==> src/rtl/mips_multi_cycle.sv <==
// Multi-cycle MIPS subset core sharing one memory port for fetch, load and store.
// Stops in HALT on any illegal opcode or funct until reset.
module mips_multi_cycle #(
    parameter logic [31:0] RESET_PC = 32'h0000_0000,
    parameter int unsigned CNT_W    = 32,
    parameter int unsigned NUM_REGS = 32
) (
    input  logic             clk,
    input  logic             reset,
    output logic             mem_req,
    output logic             mem_we,
    output logic [31:0]      mem_addr,
    output logic [31:0]      mem_wdata,
    input  logic [31:0]      mem_rdata,
    input  logic             mem_ready,
    output logic [31:0]      pc,
    output logic [2:0]       state,
    output logic [CNT_W-1:0] instret,
    output logic             halted,
    input  logic [4:0]       dbg_addr,
    output logic [31:0]      dbg_data
);

    localparam int unsigned RegAw = $clog2(NUM_REGS);

    typedef enum logic [2:0] {
        StFetch  = 3'd0,
        StDecode = 3'd1,
        StExec   = 3'd2,
        StMem    = 3'd3,
        StWb     = 3'd4,
        StHalt   = 3'd5
    } state_e;

    localparam logic [5:0] OpRtype = 6'h00;
    localparam logic [5:0] OpJ     = 6'h02;
    localparam logic [5:0] OpBeq   = 6'h04;
    localparam logic [5:0] OpAddi  = 6'h08;
    localparam logic [5:0] OpLw    = 6'h23;
    localparam logic [5:0] OpSw    = 6'h2B;
    localparam logic [5:0] FnAdd   = 6'h20;
    localparam logic [5:0] FnSub   = 6'h22;
    localparam logic [5:0] FnAnd   = 6'h24;
    localparam logic [5:0] FnOr    = 6'h25;
    localparam logic [5:0] FnSlt   = 6'h2A;

    state_e           state_q, state_d;
    logic [31:0]      pc_q, pc_d;
    logic [31:0]      ir_q, ir_d;
    logic [31:0]      a_q, a_d;
    logic [31:0]      b_q, b_d;
    logic [31:0]      imm_q, imm_d;
    logic [31:0]      alu_q, alu_d;
    logic [31:0]      mdr_q, mdr_d;
    logic [CNT_W-1:0] instret_q, instret_d;
    logic [31:0]      regs_q [NUM_REGS];

    logic             rf_we;
    logic [RegAw-1:0] rf_waddr;
    logic [31:0]      rf_wdata;

    logic [5:0]       opcode, funct;
    logic [RegAw-1:0] rs, rt, rd, dbg_idx;
    logic [31:0]      rs_val, rt_val, alu_r;
    logic             op_legal;

    assign opcode  = ir_q[31:26];
    assign funct   = ir_q[5:0];
    assign rs      = ir_q[21 +: RegAw];
    assign rt      = ir_q[16 +: RegAw];
    assign rd      = ir_q[11 +: RegAw];
    assign dbg_idx = dbg_addr[RegAw-1:0];

    assign rs_val   = (rs == '0) ? 32'h0 : regs_q[rs];
    assign rt_val   = (rt == '0) ? 32'h0 : regs_q[rt];
    assign dbg_data = (dbg_idx == '0) ? 32'h0 : regs_q[dbg_idx];

    always_comb begin
        op_legal = 1'b0;
        case (opcode)
            OpRtype: op_legal = funct inside {FnAdd, FnSub, FnAnd, FnOr, FnSlt};
            OpJ, OpBeq, OpAddi, OpLw, OpSw: op_legal = 1'b1;
            default: op_legal = 1'b0;
        endcase
    end

    always_comb begin
        alu_r = 32'h0;
        case (funct)
            FnAdd:   alu_r = a_q + b_q;
            FnSub:   alu_r = a_q - b_q;
            FnAnd:   alu_r = a_q & b_q;
            FnOr:    alu_r = a_q | b_q;
            FnSlt:   alu_r = ($signed(a_q) < $signed(b_q)) ? 32'h1 : 32'h0;
            default: alu_r = 32'h0;
        endcase
    end

    always_comb begin
        state_d   = state_q;
        pc_d      = pc_q;
        ir_d      = ir_q;
        a_d       = a_q;
        b_d       = b_q;
        imm_d     = imm_q;
        alu_d     = alu_q;
        mdr_d     = mdr_q;
        instret_d = instret_q;
        rf_we     = 1'b0;
        rf_waddr  = '0;
        rf_wdata  = 32'h0;
        case (state_q)
            StFetch: begin
                if (mem_ready) begin
                    ir_d    = mem_rdata;
                    pc_d    = pc_q + 32'd4;
                    state_d = StDecode;
                end
            end
            StDecode: begin
                a_d     = rs_val;
                b_d     = rt_val;
                imm_d   = {{16{ir_q[15]}}, ir_q[15:0]};
                state_d = op_legal ? StExec : StHalt;
            end
            StExec: begin
                case (opcode)
                    OpRtype: begin
                        alu_d   = alu_r;
                        state_d = StWb;
                    end
                    OpAddi: begin
                        alu_d   = a_q + imm_q;
                        state_d = StWb;
                    end
                    OpLw, OpSw: begin
                        alu_d   = a_q + imm_q;
                        state_d = StMem;
                    end
                    OpBeq: begin
                        // pc_q already points past the branch
                        if (a_q == b_q) pc_d = pc_q + {imm_q[29:0], 2'b00};
                        instret_d = instret_q + CNT_W'(1);
                        state_d   = StFetch;
                    end
                    default: begin
                        pc_d      = {pc_q[31:28], ir_q[25:0], 2'b00};
                        instret_d = instret_q + CNT_W'(1);
                        state_d   = StFetch;
                    end
                endcase
            end
            StMem: begin
                if (mem_ready) begin
                    if (opcode == OpSw) begin
                        instret_d = instret_q + CNT_W'(1);
                        state_d   = StFetch;
                    end else begin
                        mdr_d   = mem_rdata;
                        state_d = StWb;
                    end
                end
            end
            StWb: begin
                if (opcode == OpLw) begin
                    rf_waddr = rt;
                    rf_wdata = mdr_q;
                end else if (opcode == OpAddi) begin
                    rf_waddr = rt;
                    rf_wdata = alu_q;
                end else begin
                    rf_waddr = rd;
                    rf_wdata = alu_q;
                end
                rf_we     = (rf_waddr != '0);
                instret_d = instret_q + CNT_W'(1);
                state_d   = StFetch;
            end
            default: state_d = StHalt;
        endcase
    end

    always_ff @(posedge clk or posedge reset) begin
        if (reset) begin
            state_q   <= StFetch;
            pc_q      <= RESET_PC;
            ir_q      <= 32'h0;
            a_q       <= 32'h0;
            b_q       <= 32'h0;
            imm_q     <= 32'h0;
            alu_q     <= 32'h0;
            mdr_q     <= 32'h0;
            instret_q <= '0;
        end else begin
            state_q   <= state_d;
            pc_q      <= pc_d;
            ir_q      <= ir_d;
            a_q       <= a_d;
            b_q       <= b_d;
            imm_q     <= imm_d;
            alu_q     <= alu_d;
            mdr_q     <= mdr_d;
            instret_q <= instret_d;
        end
    end

    always_ff @(posedge clk or posedge reset) begin
        if (reset) begin
            for (int i = 0; i < NUM_REGS; i++) regs_q[i] <= 32'h0;
        end else if (rf_we) begin
            regs_q[rf_waddr] <= rf_wdata;
        end
    end

    // Reset gates the request so the first fetch starts the cycle after release
    assign mem_req   = !reset && (state_q == StFetch || state_q == StMem);
    assign mem_we    = mem_req && (state_q == StMem) && (opcode == OpSw);
    assign mem_addr  = {((state_q == StMem) ? alu_q[31:2] : pc_q[31:2]), 2'b00};
    assign mem_wdata = b_q;
    assign pc        = pc_q;
    assign state     = state_q;
    assign instret   = instret_q;
    assign halted    = (state_q == StHalt);

endmodule

==> config.mk <==
export PLATFORM = sky130hd
export DESIGN_NAME = mips_multi_cycle
export DESIGN_NICKNAME = d
export VERILOG_FILES = /design/src/rtl/mips_multi_cycle.sv
export SDC_FILE = /design/constraint.sdc
export NUM_CORES = 2
export LEC_CHECK = 0
export ABC_AREA = 1
export CAP_MARGIN = 15
export CORE_UTILIZATION = 40
export DETAILED_ROUTE_END_ITERATION = 16
export HOLD_SLACK_MARGIN = 0.08
export PLACE_DENSITY_LB_ADDON = 0.2
export SLEW_MARGIN = 20
export SYNTH_ARGS = -nofsm -noshare
export SYNTH_HDL_FRONTEND = slang
export SYNTH_SLANG_ARGS = --single-unit
==> constraint.sdc <==
create_clock -name clk -period 98.7 [get_ports clk]
set_input_delay 9.87 -clock clk [delete_from_list [all_inputs] [get_ports clk]]
set_output_delay 9.87 -clock clk [all_outputs]
set_load 0.005 [all_outputs]
== Word level (Yosys, flattened, before mapping) ==
Index checks and enable logic that the tools add are counted.
Storage, ports and cells
  logic and storage cells: 153
  register bits: 1267
  input bits: 40
Operators by class
  eq/ne operators: 23
  bitwise operators: 7
  mux-type cells: 41
  reductions and logical operators: 28
  $lt $le $gt $ge: 6
  add/sub/neg operators: 6
Operators with widths (count)
  bitwise mux 1024 bit: 1
  two-way mux 32 bit: 17
  binary-select mux 32 bit (select 5 bit): 3
  one-hot mux 32 bit (2 select lines): 3
  demux 32 bit (select 5 bit): 1
  one-hot mux 32 bit (5 select lines): 1
  adder 32 bit: 3
  one-hot mux 32 bit (3 select lines): 1
  == test 6 bit, second input constant: 7
  adder 32 x 1 -> 32 bit, second input constant: 1
  adder 32 x 3 -> 32 bit, second input constant: 1
  bitwise AND 32 bit: 1
  == test 32 bit: 1
  < comparator 32 bit: 1
  OR 32 bit: 1
  subtractor 32 bit: 1
  two-way mux 30 bit: 1
  greater-or-equal comparator 6 bit, second input constant: 4
  NOT 5 -> 6 bit: 4
  two-way mux 5 bit: 4
  logical NOT 5 bit: 3
  one-hot mux 3 bit (5 select lines): 1
  two-way mux 3 bit: 4
  inequality test 2 bit, second input constant: 6
  other kinds (28): 40

== Depth between registers and ports, before layout ==
  depth after elaboration: 11
  gate-level depth with buffers: 19
  gate-level depth less buffers: 18

== Worst setup path after synthesis ==
Ideal clock, no wire load.
  path type: input -> output
  start point: input port dbg_addr[0]
  end point: output port dbg_data[18]
  buffers on the path: 4
  stages: 10
  arrival time: 11.546 ns
  path slack: 77.284 ns
  cell sequence: clkbuf_1 -> clkinv_1 -> clkbuf_1 -> clkbuf_1 -> clkbuf_1 -> a21oi_1 -> o21ai_0 -> a31oi_1 -> o21ai_0 -> a31oi_1
Between the ends
  cells in the longest elaborated chain, start to end: 5
RTL lines
  from (decl): line 20  | input logic [4:0] dbg_addr,
  NOT 5 -> 6 bit (not written as such): line 76  | assign dbg_data = (dbg_idx == '0) ? 32'h0 : regs_q[dbg_idx];
  binary-select mux 32 bit (select 5 bit): line 76
  two-way mux 32 bit (not written as such) (2 in series): line 76
  two-way mux 32 bit *: line 76
  to (decl): line 21  | output logic [31:0] dbg_data
Every way passes the cells marked *; elsewhere a longest branch is shown, timed or not. The select of a mux whose other input is x is not followed.

== Final worst setup path ==
  start point: input port dbg_addr[0]
  end point: output port dbg_data[16]
Same word-level chain as after synthesis.

==> out/metrics.yaml <==
status:
  status: "complete, no violations"
logic_synthesis:
  synth_cell_types: 58
  avgSynthCellArea_um2: 6.843
  synth_cells: 12430
  synth_area_um2: 85080
  yosysWarnings: 0
  yosysSeqAreaShare_pct: 37.21
  ys_ff_latch: 1265
timing:
  fin_crit_ns: 24.90
  finalSetupTns_ns: 0
  relSlewSlack_pct: 8.688
  slew_viol_final: 0
  setup_viol: 0
  min_period_over_period_pct: 25.23
  rsz0062_at_grt: "false"
  tightest_slew_ns: 1.363
  hold_ws_ns: 0.4005
  fin_ws_ns: 73.80
  fin_skew_ns: 0.03445
  clock.fmax_mhz: 40.16
  hold_viol: 0
die:
  start_util_pct: 40.43
  die-height_um: 463.2
  die_area_um2: 214500
  io_pins: 206
  die_w_um: 463.2
  coreArea_um2: 210400
  fp-row-count: 168
worst_setup_path:
  critPathSlowestCell: "buf_4"
  arrival_ns: 15.03
  setup.worst_path.start_class: "input port"
  cp_top_family: "buffers and inverters"
  path_cells: "buf_8, inv_8, buf_4, buf_12, nand2_1, a32o_1, a21oi_1, o21ai_0, nand3_1, nand2_1, a31oi_1, clkdlybuf4s50_1"
  timing.rr.end: "a_q[18]$_DFFE_PP0N_"
  worstRegToRegCells: 9
  required_ns: 88.83
  worstSetupPathType: "in -> out"
  end_kind: "output pin"
  r2r_start: "ir_q[21]$_DFFE_PP0P_"
  worst_path_largest_cell_delay_ns: 0.80
  path_max_fanout: 211
  path_buf_inv: 5
  cp_common_cell: "nand2_1"
  rrSetupSlack_ns: 94.06
cts:
  cts_tree: "built"
  postCtsSetupRepairBufs: 0
  ctsHoldBuffers: 0
  post_cts_resized: 0
  cts_made_buffers: 151
  clk_latency_ns: 0.83
  cts.htree.levels: 4
  clkSinkCount: 1265
  clock_path_buffers: 3
  clk_pin_slew_ns: 0.06
  cts_root_buffer: "clkbuf_16"
global_routing:
  first_global_vias: 85470
  grt_usage_pct: 36.54
  grt_pass1_wl_um: 589500
  overflow: 0
  grt_max_degree: 212
  antenna_found_initial: 32
hold_path:
  hold_class: "reg -> reg"
  hold_start: "regs_q[1007]$_DFFE_PP0P_"
  hold_path_depth: 0
  worstHoldEndpoint: "regs_q[1007]$_DFFE_PP0P_"
placed_design:
  io_buffers: 201
  hpwl_um: 248600
  gp_congestion: 0.9925
  dp_cells: 14570
  pre_cts_ws_ns: 74.21
power:
  p_leak_nw: 39.72
  ir_drop_uv: 21.73
  p_per_area_nw_per_um2: 28.75
route:
  dr.pass1.iters: 9
  antenna_left: 0
  viasPerCell: 6.307
  drt_iter0_markers: 14680
  wl_per_cell_um: 27.36
  drc: 0
  drt_wl_total_um: 406400
  num_vias: 93680
layout:
  syn2layout_area_growth_pct: 9.984
  instances_no_fill: 14850
  fin_util_pct: 44.47
  final_nets: 12140
  drive_gt1_share_pct: 5.266
job:
  cap_viol_max_count: 0
cell usage after synthesis, drive strengths merged:
master / count / share of area, %
a21oi: 690 / 4.1
o41ai: 1 / 0.010
xnor2: 19 / 0.20
nand3: 471 / 2.8
nor2: 1343 / 6.1
buf: 119 / 0.76
o31ai: 1 / 0.0088
clkbuf: 947 / 4.2
o211ai: 209 / 1.8
a22oi: 3 / 0.026
o21bai: 10 / 0.088
conb: 1 / 0.0044
o2111ai: 11 / 0.11
ha: 173 / 2.5
nor3b: 3 / 0.026
nor3: 71 / 0.45
and2: 8 / 0.059
a2bb2oi: 1 / 0.010
nand2: 2606 / 12
fa: 4 / 0.094
a32o: 26 / 0.31
inv: 799 / 3.5
clkinv: 9 / 0.040
a22o: 40 / 0.41
a221oi: 104 / 1.1
dfrtp: 1265 / 37
or2: 15 / 0.11
nor4: 15 / 0.11
a41oi: 1 / 0.010
o21ai: 2761 / 16
a21boi: 10 / 0.088
o21a: 6 / 0.053
xor2: 31 / 0.32
mux2: 40 / 0.53
a211oi: 17 / 0.15
o221ai: 101 / 1.0
a31oi: 82 / 0.62
nand3b: 20 / 0.18
nand4: 91 / 0.67
a21o: 6 / 0.053
o22ai: 303 / 2.2
worst reg2reg max path: cells and delay by family (launching register included):
| family | cells | cell delay, ns |
|---|---|---|
| and+or+nand+nor | 1 | 0.42 |
| DFF | 1 | 0.71 |
| AOI/OAI and AO/OA | 5 | 1.28 |
| buffers and inverters | 3 | 2.14 |
sequential cells by signal, indices dropped and copies added, names as in the netlist, 30 cells and up:
register   flops
instret       32
alu_q         32
regs_q      1024
ir_q          32
a_q           32
pc            30
mdr_q         32
mem_wdata     32
area by class of cell:
| cell class | count | area, um^2 |
|---|---|---|
| well taps | 2805 | 3510 |
| flip-flops and latches | 1265 | 31690 |
| fillers | 21410 | 116800 |
| diodes | 7 | 17.52 |
| clock inverters | 69 | 867.1 |
| repair buffers | 396 | 3637 |
| inverters | 808 | 3098 |
| multi-input cells | 9297 | 46420 |
| clock buffers | 205 | 4335 |
how the worst max path moves through the flow:
stage / start / endpoint / slack, ns / cells past startpoint
floorplan: reset / a_q[0]$_DFFE_PP0N_ / 53.18 / 1
global placement: dbg_addr[0] / dbg_data[16] / 74.15 / 12
detailed placement: dbg_addr[0] / dbg_data[16] / 74.21 / 12
CTS: dbg_addr[0] / dbg_data[16] / 74.15 / 12
global route: dbg_addr[0] / dbg_data[29] / 73.76 / 11
finish: dbg_addr[0] / dbg_data[16] / 73.80 / 12
report_power, final:
group	total [mW]	internal, mW	switching (mW)
Sequential	0.665	0.569	0.0958
Combinational	1.43	0.390	1.04
Clock	0.599	0.351	0.248
layer usage:
layer,track usage [%],up-vias,wire (um)
met5,0,-,189
met4,20.05,28,25210
met3,10.28,1311,52720
met2,52.75,6566,167600
met1,49.04,44500,160600
li1,-,41270,-
logic make-up (layout without fill, tap and decap cells):
logic type                 count (synthesis)  after routing  share of synthesized area, %
and+or+nand+nor                         4643           4643                         22.03
AOI/OAI and AO/OA                       4383           4383                         28.57
buffers and inverters                   1874           1478                         8.505
DFF                                     1265           1265                         37.21
adders and majority gates                177            177                         2.638
xor gates and xnor gates                  50             50                        0.5147
muxes                                     40             40                        0.5294
other                                      1             11                      0.004408
placed cells by master (no fill, tap or decap), types with 19 or more instances in the layout:
cell type           n
o21ai_0          2597
nand2_1          2572
nor2_1           1323
dfrtp_1          1255
inv_1             780
a21oi_1           688
nand3_1           470
o22ai_1           303
o211ai_1          209
clkdlybuf4s50_1   196
buf_4             183
ha_1              173
clkbuf_16         154
o21ai_1           134
a221oi_1          104
o221ai_1          101
nand4_1            91
a31oi_1            80
nor3_1             67
mux2_2             40
a22o_1             40
xor2_1             31
o21ai_2            29
clkbuf_8           29
nand2_4            28
clkinv_2           28
a32o_1             26
clkbuf_1           22
nand3b_1           20
xnor2_1            19
through the flow:
step,instance area [um^2],power [mW]
after floorplan,85090,1.487
after global placement,88300,2.015
after detailed placement,88320,2.031
after CTS,93520,2.630
after global routing,93560,2.808
final,93570,2.690
Power figures use the tool's default switching activity.
